$ cat src/rtl/keypad_pkg.sv
// Shared definitions for the keypad scanner and the calculator FSMs that consume its key codes.
package keypad_pkg;

  typedef enum logic [1:0] {SCAN, DEBOUNCE, PRESSED, RELEASE} state_t;

  localparam logic [3:0] KEY_ADD = 4'd10;
  localparam logic [3:0] KEY_SUB = 4'd11;
  localparam logic [3:0] KEY_MUL = 4'd12;
  localparam logic [3:0] KEY_D   = 4'd13;
  localparam logic [3:0] KEY_CLR = 4'd14;
  localparam logic [3:0] KEY_ENT = 4'd15;

  // Physical (row,col) position to the code seen by the calculator.
  function automatic logic [3:0] key_map(input logic [1:0] row, input logic [1:0] col);
    logic [3:0] code;
    code = 4'd0;
    case ({row, col})
      4'd0:  code = 4'd1;
      4'd1:  code = 4'd2;
      4'd2:  code = 4'd3;
      4'd3:  code = KEY_ADD;
      4'd4:  code = 4'd4;
      4'd5:  code = 4'd5;
      4'd6:  code = 4'd6;
      4'd7:  code = KEY_SUB;
      4'd8:  code = 4'd7;
      4'd9:  code = 4'd8;
      4'd10: code = 4'd9;
      4'd11: code = KEY_MUL;
      4'd12: code = KEY_CLR;
      4'd13: code = 4'd0;
      4'd14: code = KEY_ENT;
      4'd15: code = KEY_D;
      default: code = 4'd0;
    endcase
    return code;
  endfunction

endpackage

$ cat src/rtl/keypad_scanner_sync2.sv
// Two-flop synchronizer for the asynchronous keypad row lines; idles at all-released.
module sync2 (
  input  logic       clk,
  input  logic       rst_n,
  input  logic [3:0] d,
  output logic [3:0] q
);

  logic [3:0] meta;

  always_ff @(posedge clk or negedge rst_n) begin
    if (!rst_n) begin
      meta <= 4'b1111;
      q    <= 4'b1111;
    end else begin
      meta <= d;
      q    <= meta;
    end
  end

endmodule

$ cat src/rtl/keypad_scanner.sv
// 4x4 matrix keypad scanner with press/release debounce; one key_valid strobe per physical press.
module keypad_scanner
  import keypad_pkg::*;
#(
  parameter int SCAN_DIV     = 1000,
  parameter int DEBOUNCE_CNT = 20000
) (
  input  logic       clk,
  input  logic       rst_n,
  input  logic [3:0] row_n,
  output logic [3:0] col_n,
  output logic [3:0] key_code,
  output logic       key_valid,
  output logic       key_held
);

  localparam int MAX_CNT = (SCAN_DIV > DEBOUNCE_CNT) ? SCAN_DIV : DEBOUNCE_CNT;
  localparam int CW      = $clog2(MAX_CNT);
  localparam logic [CW-1:0] DWELL_LAST = CW'(SCAN_DIV - 1);
  localparam logic [CW-1:0] DEB_LAST   = CW'(DEBOUNCE_CNT - 1);

  state_t        state;
  logic [3:0]    row_s;
  logic          row_any;
  logic [1:0]    row_idx;
  logic [1:0]    row_lat;
  logic [1:0]    col_idx;
  logic [CW-1:0] dwell;
  logic [CW-1:0] deb;

  sync2 u_sync (
    .clk   (clk),
    .rst_n (rst_n),
    .d     (row_n),
    .q     (row_s)
  );

  // Several rows low at once resolve to the lowest row index.
  always_comb begin
    row_any = ~&row_s;
    row_idx = 2'd0;
    for (int r = 3; r >= 0; r--) begin
      if (!row_s[r]) row_idx = 2'(r);
    end
  end

  // col_n is rotated as a register so it never passes through a non-one-cold value.
  always_ff @(posedge clk or negedge rst_n) begin
    if (!rst_n) begin
      state     <= SCAN;
      col_n     <= 4'b1110;
      col_idx   <= 2'd0;
      row_lat   <= 2'd0;
      dwell     <= '0;
      deb       <= '0;
      key_code  <= 4'd0;
      key_valid <= 1'b0;
      key_held  <= 1'b0;
    end else begin
      key_valid <= 1'b0;
      case (state)
        SCAN: begin
          if (dwell == DWELL_LAST) begin
            dwell <= '0;
            if (row_any) begin
              row_lat <= row_idx;
              deb     <= '0;
              state   <= DEBOUNCE;
            end else begin
              col_n   <= {col_n[2:0], col_n[3]};
              col_idx <= col_idx + 2'd1;
            end
          end else begin
            dwell <= dwell + CW'(1);
          end
        end
        DEBOUNCE: begin
          if (row_any && (row_idx == row_lat)) begin
            if (deb == DEB_LAST) begin
              key_code  <= key_map(row_lat, col_idx);
              key_valid <= 1'b1;
              key_held  <= 1'b1;
              state     <= PRESSED;
            end else begin
              deb <= deb + CW'(1);
            end
          end else begin
            col_n   <= {col_n[2:0], col_n[3]};
            col_idx <= col_idx + 2'd1;
            dwell   <= '0;
            state   <= SCAN;
          end
        end
        PRESSED: begin
          if (!row_any) begin
            deb   <= '0;
            state <= RELEASE;
          end
        end
        RELEASE: begin
          if (row_any) begin
            state <= PRESSED;
          end else if (deb == DEB_LAST) begin
            key_held <= 1'b0;
            col_n    <= {col_n[2:0], col_n[3]};
            col_idx  <= col_idx + 2'd1;
            dwell    <= '0;
            state    <= SCAN;
          end else begin
            deb <= deb + CW'(1);
          end
        end
        default: state <= SCAN;
      endcase
    end
  end

endmodule

$ cat config.mk
export PLATFORM = sky130hd
export DESIGN_NAME = keypad_scanner
export DESIGN_NICKNAME = d
export VERILOG_FILES = /design/src/rtl/keypad_pkg.sv /design/src/rtl/keypad_scanner_sync2.sv /design/src/rtl/keypad_scanner.sv
export SDC_FILE = /design/constraint.sdc
export NUM_CORES = 1
export LEC_CHECK = 0
export ABC_AREA = 1
export ABC_CLOCK_PERIOD_IN_PS = 1950
export CELL_PAD_IN_SITES_DETAIL_PLACEMENT = 0
export CELL_PAD_IN_SITES_GLOBAL_PLACEMENT = 1
export CORE_MARGIN = 2
export CORE_UTILIZATION = 44
export CTS_CLUSTER_SIZE = 30
export DETAILED_ROUTE_END_ITERATION = 7
export GPL_TIMING_DRIVEN = 1
export PLACE_DENSITY = 0.79
export SLEW_MARGIN = 20
export SYNTH_ARGS = -nofsm -noshare
export SYNTH_HDL_FRONTEND = slang
export SYNTH_SLANG_ARGS = --single-unit
$ cat constraint.sdc
create_clock -name clk -period 1.95 [get_ports clk]
set_input_delay 0.195 -clock clk [delete_from_list [all_inputs] [get_ports clk]]
set_output_delay 0.195 -clock clk [all_outputs]
set_load 0.005 [all_outputs]
==> results of run 1 <==
[state kept, by name, summed over array words and instances (netlist names)]
signal       cells
state            2
col_n            4
dwell           15
key_valid        1
row_lat          2
key_held         1
key_code         4
u_sync.meta      4
col_idx          2
deb             15
u_sync.q         4
[critical path: stages (launching register included)]
cell,delay (ps)
dfrtp_1,460
inv_1,140
buf_4,190
nand2_1,90
nor2_2,50
a21oi_2,160
nand2_2,120
nor2_8,160
buf_4,210
nand3_1,90
nand2_1,70
[worst paths after layout]
| path | start | endpoint | slack, ps | cells after the start |
|---|---|---|---|---|
| max | state[0]$_DFFE_PN0P_ | deb[13]$_DFFE_PN0P_ | 120 | 10 |
| min | rst_n | deb[2]$_DFFE_PN0P_ | 240 | 2 |
| max reg2reg | state[0]$_DFFE_PN0P_ | deb[13]$_DFFE_PN0P_ | 120 | 10 |
| min reg2reg | u_sync.meta[2]$_DFF_PN1_ | u_sync.q[2]$_DFF_PN1_ | 360 | 0 |
| max in group asynchronous | rst_n | col_n[2]$_DFFE_PN1P_ | 1120 | 3 |
| min in group clk | row_n[0] | u_sync.meta[0]$_DFF_PN1_ | 270 | 1 |
[area by class of cell]
type | instances | area, um^2 | area share (%)
repair buffers | 34 | 302.8 | 7.865
clock buffers | 6 | 93.84 | 2.437
clock inverters | 2 | 17.52 | 0.4550
inverters | 39 | 150.1 | 3.900
flip-flops and latches | 54 | 1365 | 35.46
well taps | 99 | 123.9 | 3.217
multi-input cells | 364 | 1797 | 46.67
[logic make-up after synthesis]
logic type / synth area share (%)
AOI/OAI and AO/OA: 6.739
xor gates and xnor gates: 1.310
adders and majority gates: 2.246
buffers and inverters: 6.739
DFF: 40.85
and+or+nand+nor: 42.12
[cells in the mapped netlist (2+ instances only)]
cell type  number
nand2_1       151
inv_1          34
o21ai_0        11
nand2_2         6
nor2_4          2
inv_2           4
o21ai_1        14
nand3_1        49
o22ai_1         2
buf_6           3
buf_2           6
dfrtp_1        43
a21oi_1         2
nor3_1          4
dfstp_2        11
nand2_4         3
nor2_2          3
nor2_1         65
ha_1            6
o21bai_1        3
xor2_1          4
nand4_1        23
clkbuf_1        2
[where the power goes]
part | internal (mW) | switching (mW)
Sequential | 1.13 | 0.00406
Clock | 0.342 | 0.414
Combinational | 0.0190 | 0.0373
[metal layers]
layer	global-route usage, %	vias to the layer above	wire length [um]
li1	-	1582	-
met2	33.09	42	3871
met3	2.573	6	226
met1	28.52	1391	3909
met5	0	-	0
met4	4.167	0	62
[metrics by stage]
step / hold slack [ps] / setup TNS, ps / std cells / utilization (%) / power, mW
after global routing: 264.8 / -2.988 / 598 / 52.80 / 2.024
after detailed placement: 61.74 / 0 / 585 / 50.26 / 1.217
after CTS: 239.9 / 0 / 594 / 51.92 / 1.978
after floorplan: -100.6 / 0 / 467 / - / 1.174
final: 242.7 / 0 / 598 / 52.80 / 1.951
after global placement: 58.86 / 0 / 585 / 50.26 / 1.215
[timing repair]
item	CTS	global route
buffers inserted	0	2
gates resized for setup	0	5
hold buffers	1	0
setup endpoints to repair	0	19
endpoints found under the hold margin	7	0
==> reports/qor.yml, run 1 <==
status: "finished, final reports clean"
final_common_cell: "nand2_1"
synth-edff-count: 0
hold_class: "in -> async"
synthesis.instances: 467
grt_max_degree: 48
period_share_pct: 93.82
drive_gt1_share_pct: 13.43
die_w_um: 91.15
grt_use_total_pct: 20.11
cts_max_level: 2
grt_pass1_wl_mm: 13.74
synth_nets: 479
nets: 510
worstSkewPairLatency_ps: 320
max_freq_mhz: 546.6
drtIter0Drc: 192
maxCapViolCount: 0
dp_hpwl_mm: 5.704
slew_viol_final: 0
clk_path_buf_depth: 2
wirelength_mm: 8.070
post-place-ws_ps: 152.1
setup_ws_ps: 120.4
cp-end-kind: "flop"
synth_cell_types: 39
yosysSeqAreaShare_pct: 40.85
synth_top_area_share_pct: 32.20
dieArea_um2: 8308
place_congestion: 0.8491
yosys_warnings: 0
tightest_slew_ps: 434.4
antenna_left: 0
power_density_nw_per_um2: 506.8
setup_viol: 0
yosys_most_used_dff: "dfrtp_1"
dr.pass1.iters: 4
syn-cell-area_um2: 3342
numClockSinks: 54
final_cell_mix: "nand2_1 (150), nor2_1 (65), nand3_1 (49), dfrtp_1 (43), inv_1 (33)"
std_cell_rows: 31
drc: 0
p_leak_nw: 1.747
clk_pin_slew_ps: 120
cts_made_buffers: 5
post_dp_cell_area_um2: 3665
diodes: 0
async_flop_share_pct: 100.0
synth_seq_cells: 54
cts_root_buf: "clkbuf_8"
final_cell_area_um2: 3850
critPathMaxFanout: 11
die_h_um: 91.15
irDropWorstVdd_v: 0.0003176
start_util_pct: 45.83
hold_viol: 0
first_global_vias: 2857
arrival_ps: 2080
syn-mean-instance-area_um2: 7.156
worst_clock_skew_ps: 18.07
vias: 3021
grt_overflow: 0
synth_area_leaders: "dfrtp_1 (32%), nand2_1 (17%), dfstp_2 (8.6%)"
fillCellCount: 745
syn_to_final_growth_pct: 15.20
cts_tree: "done"
max_slew_margin_pct: 70.82
viasPerCell: 5.052
antenna_found_initial: 0
core_area_um2: 7292
finalCriticalPeriod_ps: 1830
worstSetupPathType: "reg -> reg"
crit_path_start_kind: "flop"
wl_per_cell_um: 13.49
synth_top_cell_by_area: "dfrtp_1"
io_pins: 16
io_buffers: 15
required_ps: 2200
(Power assumes the default switching activity.)
==> run 2: changes to the inputs <==
--- a/config.mk
+++ b/config.mk
@@ -6,7 +6,7 @@
 export NUM_CORES = 1
 export LEC_CHECK = 0
 export ABC_AREA = 1
-export ABC_CLOCK_PERIOD_IN_PS = 1950
+export ABC_CLOCK_PERIOD_IN_PS = 2050
 export CELL_PAD_IN_SITES_DETAIL_PLACEMENT = 0
 export CELL_PAD_IN_SITES_GLOBAL_PLACEMENT = 1
 export CORE_MARGIN = 2
@@ -15,7 +15,7 @@
 export DETAILED_ROUTE_END_ITERATION = 7
 export GPL_TIMING_DRIVEN = 1
 export PLACE_DENSITY = 0.79
-export SLEW_MARGIN = 20
+export SLEW_MARGIN = 10
 export SYNTH_ARGS = -nofsm -noshare
 export SYNTH_HDL_FRONTEND = slang
 export SYNTH_SLANG_ARGS = --single-unit
==> constraint.sdc (replaced) <==
create_clock -name clk -period 2.05 [get_ports clk]
set_input_delay 0.205 -clock clk [delete_from_list [all_inputs] [get_ports clk]]
set_output_delay 0.205 -clock clk [all_outputs]
set_load 0.005 [all_outputs]
==> run 2 against run 1 <==
Combinational power decreased by 13%. Non-clock buffer count is 2 lower. Clock skew fell by 4.0 ps. Register-to-register slack better by 95 ps. Die area did not move. Sequential share of layout area rose by 0.83 points. Hold slack worse by 240 ps. Total power is 10% lower. Final area is 2.2% lower. Clock power fell by 19%. Via count increased by 0.43%. Global-route usage decreased by 0.97 points. Critical endpoint is now dwell[0]$_DFFE_PN0P_. Largest cell class unchanged. Largest power group unchanged.
==> reports/qor.yml, run 2 (synthesized netlist as in run 1, its figures left out) <==
die_w_um: 91.15  # unchanged
irDropWorstVdd_v: 0.0002225  # -30%
p_leak_nw: 1.712  # -2.0%
max_freq_mhz: 545.2  # -0.26%
slew_viol_final: 0  # unchanged
setup_ws_ps: 215.8  # +95.31 ps
wirelength_mm: 7.891  # -2.2%
antenna_found_initial: 0  # unchanged
power_density_nw_per_um2: 464.1  # -8.4%
dp_hpwl_mm: 5.483  # -3.9%
diodes: 0  # unchanged
numClockSinks: 54  # unchanged
tns_ps: 0  # unchanged
drtIter0Drc: 114  # -41%
required_ps: 2260  # +60 ps
crit_path_start_kind: "flop"
core_area_um2: 7292  # unchanged
maxCapViolCount: 0  # unchanged
ff2ff_setup_slack_ps: 220  # +100 ps
drive_gt1_share_pct: 12.70  # -0.73 points
nets: 507  # -0.59%
die_h_um: 91.15  # unchanged
drc: 0  # unchanged
cts_root_buf: "clkbuf_8"
grt_overflow: 0  # unchanged
grt_max_degree: 55  # +15%
rsz0062_at_grt: "false"
finalCriticalPeriod_ps: 1834  # +4.687 ps
first_global_vias: 2730  # -4.4%
wl_per_cell_um: 13.26  # -1.7%
dr.pass1.iters: 4  # unchanged
worst_clock_skew_ps: 14.09  # -3.975 ps
vias: 3034  # +0.43%
std_cell_rows: 31  # unchanged
period_share_pct: 89.48  # -4.3 points
tightest_slew_ps: 708.7  # +274.3 ps
clk_path_buf_depth: 2  # unchanged
cts_max_level: 2  # unchanged
timing.hold.ws_ps: 2.975  # -239.8 ps
place_congestion: 0.8772  # +3.3%
largestRegisters: "deb: 15 flops, dwell: 15 flops"
total_power_mw: 1.747  # -10%
clk_pin_slew_ps: 100  # -20 ps
final_common_cell: "nand2_1"
critPathMaxFanout: 14  # +3
max_slew_margin_pct: 52.76  # -18 points
antenna_left: 0  # unchanged
dieArea_um2: 8308  # unchanged
post-place-ws_ps: 113.9  # -38.18 ps
cp-end-kind: "flop"
arrival_ps: 2040  # -40 ps
final_cell_mix: "nand2_1 (151), nor2_1 (65), nand3_1 (49), dfrtp_1 (42), inv_1 (34)"
viasPerCell: 5.099  # +0.94%
status: "finished, final reports clean"
setup_viol: 0  # unchanged
grt_use_total_pct: 19.14  # -0.97 points
worstSkewPairLatency_ps: 320  # about the same
io_pins: 16  # unchanged
hold_viol: 0  # unchanged
cts_made_buffers: 5  # unchanged
grt_pass1_wl_mm: 12.95  # -5.8%
worstSetupPathType: "reg -> reg"
cts_tree: "done"
hold_class: "in -> async"
syn_to_final_growth_pct: 12.65
start_util_pct: 45.83  # unchanged
io_buffers: 15  # unchanged
[run 2: cell count changes in the layout (fill, tap and decap cells not counted), sizes merged]
| cell | previous run | this run |
|---|---|---|
| clkinv | 1 | 2 |
| clkinvlp | 1 | 0 |
| buf | 19 | 18 |
| nand3 | 53 | 52 |
| dlygate4sd3 | 1 | 0 |
[run 2: worst paths after layout]
path / startpoint / cells past startpoint / end
max in group asynchronous: rst_n / 2 / dwell[0]$_DFFE_PN0P_
max reg2reg: u_sync.q[2]$_DFF_PN1_ / 7 / dwell[0]$_DFFE_PN0P_
min reg2reg: u_sync.meta[2]$_DFF_PN1_ / 0 / u_sync.q[2]$_DFF_PN1_
max: u_sync.q[2]$_DFF_PN1_ / 7 / dwell[0]$_DFFE_PN0P_
min in group clk: row_n[2] / 1 / u_sync.meta[2]$_DFF_PN1_
min: rst_n / 2 / deb[11]$_DFFE_PN0P_
[run 2: power breakdown]
part	internal (mW)	switching, mW
logic	0.0141	0.0349
registers	1.08	0.00393
clock network	0.245	0.370
total	1.34	0.409
[run 2: cell type report]
type	instances	area [um^2]
Clock inverter	2	13.76
Timing Repair Buffer	32	272.8
Tap cell	99	123.9
Fill cell	780	3527
Sequential cell	54	1366
Multi-Input combinational cell	363	1769
Inverter	39	146.4
Clock buffer	6	72.57
[run 2: worst max-delay path, stage by stage (launching register included)]
cell and delay [ps]:
dfstp_2 540, nand2_1 110, nor2_4 210, inv_1 120, o21ai_2 320, nand3_4 230, nor2_1 140, nor2_1 50
[run 2: metal layers]
metal / GRT usage, % / up-vias / part of all wire, %
li1: - / 1577 / -
met1: 26.77 / 1420 / 49
met2: 31.42 / 30 / 48
met3: 2.490 / 7 / 1.7
met4: 4.924 / 0 / 1.0
met5: 0 / - / 0
[run 2: what timing repair did]
action,in CTS,in global routing
hold buffers,0,0
setup endpoints to repair,0,20
resized for setup,0,2
buffers inserted,0,4
[run 2: metrics by stage]
stage          cells  cell area, um^2  utilization [%]
2_1_floorplan    467             3342                -
3_3_place_gp     582             3630            49.78
3_5_place_dp     582             3630            49.78
4_1_cts          590             3716            50.96
5_1_grt          595             3765            51.63
6_report         595             3765            51.63
==> run 3: changes to the inputs <==
--- a/config.mk
+++ b/config.mk
@@ -11,10 +11,11 @@
 export CELL_PAD_IN_SITES_GLOBAL_PLACEMENT = 1
 export CORE_MARGIN = 2
 export CORE_UTILIZATION = 44
-export CTS_CLUSTER_SIZE = 30
+export CTS_CLUSTER_SIZE = 40
 export DETAILED_ROUTE_END_ITERATION = 7
 export GPL_TIMING_DRIVEN = 1
 export PLACE_DENSITY = 0.79
+export SKIP_LAST_GASP = 1
 export SLEW_MARGIN = 10
 export SYNTH_ARGS = -nofsm -noshare
 export SYNTH_HDL_FRONTEND = slang
==> results of run 3 <==
The final DEF is identical to that of run 2; final timing and power are the same.
